===== config.mk =====
export PLATFORM = sky130hd
export DESIGN_NAME = regfile_write_arbiter
export DESIGN_NICKNAME = d
export VERILOG_FILES = /design/src/rtl/regfile_write_arbiter.sv
export SDC_FILE = /design/constraint.sdc
export NUM_CORES = 1
export LEC_CHECK = 0
export ABC_AREA = 1
export CORE_UTILIZATION = 37
export DETAILED_ROUTE_END_ITERATION = 8
export HOLD_SLACK_MARGIN = 0.05
export PLACE_DENSITY = 0.75
export SETUP_SLACK_MARGIN = 0.1
export SYNTH_ARGS = -nofsm -noshare
export SYNTH_HDL_FRONTEND = slang
export SYNTH_SLANG_ARGS = --single-unit

===== constraint.sdc =====
create_clock -name clk -period 2 [get_ports clk]
set_input_delay 0.3 -clock clk [delete_from_list [all_inputs] [get_ports clk]]
set_output_delay 0.3 -clock clk [all_outputs]
set_load 0.03 [all_outputs]

===== src/rtl/regfile_write_arbiter.sv =====
// Round-robin arbiter for the register file's single write port, with a
// busy scoreboard so decode can stall on registers that have a write pending.
module regfile_write_arbiter #(
    parameter int DATA_WIDTH = 16,
    parameter int ADDR_WIDTH = 4
) (
    input  logic                    clk,
    input  logic                    reset,
    input  logic [2:0]              req_valid,
    output logic [2:0]              req_ready,
    input  logic [2:0]              req_dest_en,
    input  logic [2:0]              req_r0_en,
    input  logic [3*ADDR_WIDTH-1:0] req_dest,
    input  logic [3*DATA_WIDTH-1:0] req_data,
    input  logic [3*DATA_WIDTH-1:0] req_r0data,
    input  logic                    claim_valid,
    input  logic                    claim_dest_en,
    input  logic [ADDR_WIDTH-1:0]   claim_dest,
    input  logic                    claim_r0_en,
    output logic [1:0]              registerWrite,
    output logic [ADDR_WIDTH-1:0]   regWriteLocal,
    output logic [DATA_WIDTH-1:0]   dataWrite,
    output logic [DATA_WIDTH-1:0]   r0Write,
    output logic [2**ADDR_WIDTH-1:0] busy
);

    localparam int NREGS = 2**ADDR_WIDTH;

    logic [1:0]            lastGrant_q, lastGrant_d;
    logic [1:0]            registerWrite_q, registerWrite_d;
    logic [ADDR_WIDTH-1:0] regWriteLocal_q;
    logic [DATA_WIDTH-1:0] dataWrite_q;
    logic [DATA_WIDTH-1:0] r0Write_q;
    logic [NREGS-1:0]      busy_q, busy_d;

    logic [2:0]            grant;
    logic                  found;
    int                    selIdx;
    logic                  transfer;
    logic                  selDestEn, selR0En;
    logic [ADDR_WIDTH-1:0] selDest;
    logic [NREGS-1:0]      setMask, clrMask;

    // Search begins just after the last granted requester and wraps over three slots.
    always_comb begin
        int start;
        int idx;
        grant  = 3'b000;
        found  = 1'b0;
        selIdx = 0;
        start  = (lastGrant_q == 2'd2) ? 0 : int'(lastGrant_q) + 1;
        for (int k = 0; k < 3; k++) begin
            idx = start + k;
            if (idx >= 3) begin
                idx = idx - 3;
            end
            if (!found && req_valid[idx]) begin
                grant[idx] = 1'b1;
                found      = 1'b1;
                selIdx     = idx;
            end
        end
    end

    assign req_ready = reset ? 3'b000 : grant;
    assign transfer  = found && !reset;

    assign selDestEn = req_dest_en[selIdx];
    assign selR0En   = req_r0_en[selIdx];
    assign selDest   = req_dest[selIdx*ADDR_WIDTH +: ADDR_WIDTH];

    always_comb begin
        registerWrite_d = 2'b00;
        lastGrant_d     = lastGrant_q;
        if (transfer) begin
            // A dest write to R0 collides with the secondary R0 write; the dest data wins.
            registerWrite_d = {selR0En && !(selDestEn && selDest == '0), selDestEn};
            lastGrant_d     = 2'(selIdx);
        end
    end

    // Claims set bits; the write currently on the output register clears them, claims win ties.
    always_comb begin
        setMask = '0;
        clrMask = '0;
        if (claim_valid && claim_dest_en) begin
            setMask[claim_dest] = 1'b1;
        end
        if (claim_valid && claim_r0_en) begin
            setMask[0] = 1'b1;
        end
        if (registerWrite_q[0]) begin
            clrMask[regWriteLocal_q] = 1'b1;
        end
        if (registerWrite_q[1]) begin
            clrMask[0] = 1'b1;
        end
        busy_d = (busy_q & ~clrMask) | setMask;
    end

    always_ff @(posedge clk) begin
        if (reset) begin
            lastGrant_q     <= 2'd2;
            registerWrite_q <= 2'b00;
            regWriteLocal_q <= '0;
            dataWrite_q     <= '0;
            r0Write_q       <= '0;
            busy_q          <= '0;
        end else begin
            lastGrant_q     <= lastGrant_d;
            registerWrite_q <= registerWrite_d;
            busy_q          <= busy_d;
            if (transfer) begin
                regWriteLocal_q <= selDest;
                dataWrite_q     <= req_data[selIdx*DATA_WIDTH +: DATA_WIDTH];
                r0Write_q       <= req_r0data[selIdx*DATA_WIDTH +: DATA_WIDTH];
            end
        end
    end

    assign registerWrite = registerWrite_q;
    assign regWriteLocal = regWriteLocal_q;
    assign dataWrite     = dataWrite_q;
    assign r0Write       = r0Write_q;
    assign busy          = busy_q;

endmodule


==> results of run 1 <==
## layout by cell type (no fill, tap or decap), types with 4 or more instances in the layout
master and instances:
clkdlybuf4s50_1 178, nand2_1 113, dfxtp_1 54, nor2_1 53
nor2_4 39, buf_4 35, inv_1 32, nand2_2 27
o21ai_1 24, nand3_1 21, nor2_2 20, o21ai_0 19
a22oi_2 18, buf_6 18, a21oi_1 15, a22oi_1 15
o21ai_2 14, nand2_4 11, buf_12 10, buf_16 8
inv_2 7, buf_8 7, nand3_2 5, ha_4 5
clkbuf_8 5, nand3_4 4, ha_1 4, clkbuf_16 4
## flip-flops by register name (all words and copies together), names as in the netlist
signal         cells
dataWrite         16
r0Write           16
regWriteLocal      4
lastGrant_q        2
busy              16
registerWrite      2
## area by class of cell
cell class	instances	area, um^2	share of cell area (%)
multi-input cells	434	2955	39.78
repair buffers	261	2878	38.74
flip-flops and latches	56	1129	15.19
inverters	46	215.2	2.897
well taps	129	161.4	2.173
clock buffers	5	68.82	0.9264
clock inverters	3	21.27	0.2863
## layer usage
metal / wire (um) / share of wire, %
met1: 6393 / 35
met2: 9342 / 51
met3: 1520 / 8.2
met4: 1228 / 6.6
met5: 0 / 0
## worst max path at each step
| stage | endpoint | slack, ps | depth (start not counted) |
|---|---|---|---|
| after CTS | req_ready[2] | -440 | 12 |
| final | dataWrite[15] | -670 | 16 |
| after floorplan | req_ready[2] | -70 | 11 |
| after global placement | registerWrite[1] | -220 | 16 |
| after detailed placement | dataWrite[3] | -330 | 14 |
| after global routing | dataWrite[15] | -690 | 16 |
## worst reg2reg max path, cell delays in order, from the launching register on
cell and delay (ps):
dfxtp_4 400, inv_4 50, ha_4 280, inv_4 90
nand2_2 60, nand3_2 90, nand2_4 100, buf_6 130
nor2_4 240, nand3_4 150, nand2_8 160, clkinv_8 100
buf_12 170, nor2_4 150, nor2_4 70, a22oi_2 200
nor2_1 120
## kinds of logic (layout without fill, tap and decap cells)
kind of cell	after synthesis	in the layout	synth area share [%]
simple gates	303	303	35.24
compound gates	118	118	19.12
xor+xnor	1	1	0.2434
flops	56	56	31.14
fa+ha+maj	12	12	4.171
buf+inv	75	315	10.08
## repair_timing
action / 4_1_cts / 5_1_grt
setup buffers: 24 / 5
setup endpoints to repair: 43 / 43
cloned: 8 / 4
pin swaps: 88 / 59
resized for setup: 139 / 125
## through the flow
stage / hold WS [ps] / setup TNS, ps / cells / utilization, %
3_3_place_gp: 454.0 / -7147 / 892 / 63.38
3_5_place_dp: 467.8 / -9642 / 892 / 63.38
2_1_floorplan: 459.5 / -222.2 / 565 / -
5_1_grt: 497.0 / -23740 / 934 / 79.64
6_report: 480.2 / -19750 / 934 / 79.64
4_1_cts: 482.8 / -15400 / 929 / 73.68
==> impl_metrics.py, run 1 <==
metrics = {
    "floorplan": {
        "ios": 183,
        "initial_core_util_pct": 38.59,
        "rows": 35,
        "dieArea_um2": 10130,
        "coreArea_um2": 9328,
        "die_x_um": 100.6,
        "die_h_um": 100.6,
    },
    "worst_setup_path": {
        "endpoint_kind": "flop",
        "crit_buf_inv": 5,
        "arrival_ps": 2870,
        "timing.rr.end": "dataWrite[15]",
        "crit_required_ps": 2200,
        "r2r_cells": 16,
        "start_kind": "flop",
        "r2r_slack_ps": -670,
        "crit_top_cell": "nor2_4",
        "startpoint": "lastGrant_q[1]",
        "path_class": "flop to flop",
        "worst_path_max_delay_cell": "dfxtp_4",
        "worstPathMaxFanout": 9,
        "path_cells": "inv_4, ha_4, inv_4, nand2_2, nand3_2, nand2_4, buf_6, nor2_4, nand3_4, nand2_8, clkinv_8, buf_12, nor2_4, nor2_4, a22oi_2, nor2_1",
        "critPathMaxStageDelay_ps": 400,
        "rr_startpoint": "lastGrant_q[1]",
        "critical-path-top-delay-family": "simple AND/OR/NAND/NOR gates",
    },
    "final_layout": {
        "drive_above_1_share_pct": 32.92,
        "final_cell_area_um2": 7428,
        "fill_cells": 552,
        "num-nets-final": 942,
        "area_growth_pct": 106.4,
        "diodes": 0,
    },
    "clock_network": {
        "clock_latency_ps": 330,
        "cts_hold_buf": 0,
        "root_buffer": "clkbuf_8",
        "clk_pin_slew_worst_paths_ps": 120,
        "clock-sinks": 56,
        "cts_buffers": 5,
        "cts_max_path_buffers": 2,
        "cts.htree.levels": 2,
        "cts_tree": "done",
    },
    "place": {
        "place_area_um2": 5912,
        "hpwlAfterDp_mm": 10.36,
        "preCtsSetupSlack_ps": -329.6,
        "gp_congestion": 0.9533,
        "numPortBuffers": 182,
    },
    "yosys": {
        "synth.top_cells.by_count": "nand2_1 (145), nor2_1 (109), dfxtp_1 (56)",
        "yosys.cell_count.top_type": "nand2_1",
        "yosys.area.top_type": "dfxtp_1",
        "synth.top_cells.by_area": "dfxtp_1 (31%), nand2_1 (15%), nor2_1 (11%), a22oi_1 (6.9%), o21ai_0 (6.8%)",
        "yosys_warnings": 0,
        "ys.flop_type": "dfxtp_1",
        "syn_avg_cell_area_um2": 6.371,
        "synth_area_um2": 3600,
        "yosys.area.top_type_share_pct": 31.14,
        "synth_edf_count": 0,
        "ys_types": 30,
        "ys_seq_area_share_pct": 31.14,
        "synthCells": 565,
        "synth_fp_nets": 703,
        "postSynth.asyncResetShare_pct": 0,
        "ys_ff_latch": 56,
    },
    "drt": {
        "ant_nets": 0,
        "routedWlPerCell_um": 19.79,
        "wirelength_mm": 18.48,
        "dr_total_vias": 5259,
        "drc": 0,
        "drt_first_pass_iters": 5,
        "viasPerCell": 5.631,
        "drtIter0Drc": 337,
    },
    "global_route": {
        "grt_pass1_vias": 5003,
        "grt.total_usage_pct": 29.49,
        "met1_usage_pct": 31.84,
        "top_usage_layer": "met2",
        "use_met3_pct": 5.617,
        "globalRouteOverflowTotal": 0,
        "antenna_found_initial": 0,
        "use_met2_pct": 54.48,
        "grt_max_degree": 38,
        "grt_pass1_wl_mm": 23.53,
    },
    "sta": {
        "slew-limit-headroom_pct": 65.89,
        "fin_crit_sh_pct": 133.4,
        "rsz0062_at_grt": "true",
        "setup_ws_ps": -668.7,
        "fin_skew_ps": 13.35,
        "finalSetupViolations": 43,
        "layout_min_cycle_time_ps": 2669,
        "worstMarginPinSlew_ps": 507.7,
        "slew_violations": 0,
        "fmax_mhz": 374.7,
        "hold_viol_final": 0,
    },
    "status": {
        "violations": "negative setup slack",
        "status": "complete, but fails checks",
    },
    "flow_run": {
        "cap_violations": 0,
    },
    "worst_hold_path": {
        "worstHoldPathType": "flop to flop",
        "holdPathEnd": "busy[8]",
        "whs_path_depth": 2,
        "hold_start": "busy[8]",
    },
}
Power of run 1 is not shown: default switching activity piles up to over one toggle a cycle in this logic, so the estimate is an artifact.
==> run 2: changes to the inputs <==
--- a/config.mk
+++ b/config.mk
@@ -11,6 +11,7 @@
 export HOLD_SLACK_MARGIN = 0.05
 export PLACE_DENSITY = 0.75
 export SETUP_SLACK_MARGIN = 0.1
+export SKIP_CTS_REPAIR_TIMING = 1
 export SYNTH_ARGS = -nofsm -noshare
 export SYNTH_HDL_FRONTEND = slang
 export SYNTH_SLANG_ARGS = --single-unit
==> run 2 against run 1 <==
The run still ends with negative setup slack left; non-clock buffer count decreased by 17; cell count decreased by 1.8%; sequential cell count unchanged; via count decreased by 9.9%; register-to-register slack improved by 300 ps; critical path depth decreased by 4; critical endpoint is now req_ready[2]; sequential share of layout area increased by 1.8 points.
==> impl_metrics.py, run 2 (synthesis results as in run 1) <==
metrics = {
    "status": {
        "status": "complete, but fails checks",
        "violations": "negative setup slack",
    },
    "worst_setup_path": {
        "crit_required_ps": 1700,
        "worstPathMaxFanout": 5,
        "crit_buf_inv": 3,
        "worst_path_max_delay_cell": "dfxtp_4",
        "path_cells": "inv_4, ha_4, ha_4, nand2_4, nand2_4, inv_2, o21ai_2, nand2_2, nor3_4, nand2_2, a31oi_4, buf_6",
        "rr_startpoint": "lastGrant_q[1]",
        "arrival_ps": 2150,
        "startpoint": "lastGrant_q[1]",
        "critPathMaxStageDelay_ps": 410,
        "endpoint_kind": "primary output",
        "critical-path-top-delay-family": "simple AND/OR/NAND/NOR gates",
        "start_kind": "flop",
        "path_class": "flop to primary output",
    },
    "worst_hold_path": {
        "hold_start": "busy[8]",
        "worstHoldPathType": "flop to flop",
    },
    "sta": {
        "rsz0062_at_grt": "true",
        "hold_slack_ps": 479.2,
        "setup_ws_ps": -445.9,
        "layout_min_cycle_time_ps": 2446,
        "hold_viol_final": 0,
        "fin_crit_sh_pct": 122.3,
        "worstMarginPinSlew_ps": 496.4,
        "slew_violations": 0,
        "fmax_mhz": 408.9,
        "fin_skew_ps": 14.43,
        "finalSetupViolations": 43,
        "slew-limit-headroom_pct": 66.65,
    },
    "global_route": {
        "globalRouteOverflowTotal": 0,
        "grt_pass1_wl_mm": 20.18,
        "grt_max_degree": 38,
        "antenna_found_initial": 0,
        "grt.total_usage_pct": 25.01,
        "grt_pass1_vias": 4412,
    },
    "drt": {
        "wirelength_mm": 14.45,
        "drtIter0Drc": 213,
        "ant_nets": 0,
        "drt_first_pass_iters": 5,
        "routedWlPerCell_um": 15.76,
        "viasPerCell": 5.166,
        "dr_total_vias": 4737,
        "drc": 0,
    },
    "final_layout": {
        "fill_cells": 719,
        "area_growth_pct": 84.36,
        "diodes": 0,
        "num-nets-final": 925,
        "final_util_pct": 71.15,
        "final_cell_mix": "clkdlybuf4s50_1 (178), nand2_1 (128), nor2_1 (91), dfxtp_1 (54), inv_1 (37)",
        "final_cells": 917,
        "drive_above_1_share_pct": 21.32,
        "multi_input_area_um2": 2504,
        "layout_commonest_cell": "clkdlybuf4s50_1",
        "seqCellArea_um2": 1129,
    },
    "clock_network": {
        "clk_pin_slew_worst_paths_ps": 120,
        "root_buffer": "clkbuf_8",
        "cts_max_path_buffers": 2,
        "cts_buffers": 5,
        "clock-sinks": 56,
        "clock_latency_ps": 320,
        "cts_tree": "done",
        "cts.htree.levels": 2,
    },
    "place": {
        "numPortBuffers": 182,
        "dp.cells": 892,
        "gp_congestion": 0.9533,
        "preCtsSetupSlack_ps": -329.6,
        "hpwlAfterDp_mm": 10.36,
    },
    "floorplan": {
        "rows": 35,
        "dieArea_um2": 10130,
        "ios": 183,
        "coreArea_um2": 9328,
        "die_h_um": 100.6,
        "die_x_um": 100.6,
        "initial_core_util_pct": 38.59,
    },
    "power_and_ir_drop": {
        "power.density_nw_per_um2": 2072,
        "ir_drop_v": 0.001039,
        "power_mw": 13.75,
        "p_leak_nw": 2.751,
    },
    "flow_run": {
        "cap_violations": 0,
    },
}
==> run 2: cell types whose count changed in the layout (fill, tap and decap cells not counted), sizes merged <==
cell	before	now
clkinv	3	1
clkbuf	9	13
buf	79	58
inv	45	47
==> run 2: path summary, 6_finish.rpt <==
| check | endpoint | slack (ps) | cells after the start |
|---|---|---|---|
| setup / recovery | req_ready[2] | -450 | 12 |
| hold / removal | busy[8] | 480 | 2 |
| setup reg to reg | r0Write[0] | -370 | 15 |
| hold reg to reg | busy[8] | 480 | 2 |
==> run 2: layer usage <==
layer	vias up	global-route usage, %	routed length [um]	part of all wire (%)
met3	45	5.201	907	6.3
li1	2290	-	-	-
met1	2202	28.52	5624	39
met5	-	0	0	0
met2	200	45.42	7433	51
met4	0	9.922	486	3.4
==> run 2: final cells by class <==
cell class              count  share of cell area, %
repair buffers            244                  38.42
multi-input cells         434                  37.73
flip-flops and latches     56                  17.01
inverters                  46                  3.054
well taps                 129                  2.432
clock buffers               5                  1.037
clock inverters             3                 0.3205
==> run 2: metrics by stage <==
stage	instance area, um^2	setup TNS [ps]
floorplan	3796	-222.2
global placement	5912	-7147
detailed placement	5912	-9642
CTS	6002	-11240
global route	6636	-18640
finish	6636	-13460
==> run 2: worst register-to-register path, cell delays in order (launching register included) <==
cell       delay [ps]
dfxtp_4           410
inv_4              60
ha_4              320
nand2_2            80
nand3_2            80
nand2_4            90
buf_6             130
nor2_4            180
nand3_4           110
nand2_4           180
inv_8              90
clkbuf_16         170
nor2_1             90
nor2_1             50
a22oi_1           140
nor2_1             60
==> run 2: where the power goes <==
| group | internal (mW) | leakage (nW) | switching [mW] |
|---|---|---|---|
| registers | 1.51 | 0.457 | 0.282 |
| logic | 5.09 | 2.25 | 6.21 |
| clock network | 0.250 | 0.0445 | 0.411 |
| total | 6.85 | 2.75 | 6.90 |
(Power assumes the default switching activity.)
==> run 3: changes to the inputs <==
--- a/config.mk
+++ b/config.mk
@@ -11,7 +11,6 @@
 export HOLD_SLACK_MARGIN = 0.05
 export PLACE_DENSITY = 0.75
 export SETUP_SLACK_MARGIN = 0.1
-export SKIP_CTS_REPAIR_TIMING = 1
 export SYNTH_ARGS = -nofsm -noshare
 export SYNTH_HDL_FRONTEND = slang
 export SYNTH_SLANG_ARGS = --single-unit
==> results of run 3 <==
No change in the layout: final DEF, timing and power equal those of run 1.
Power of run 3 is left out for the same reason.
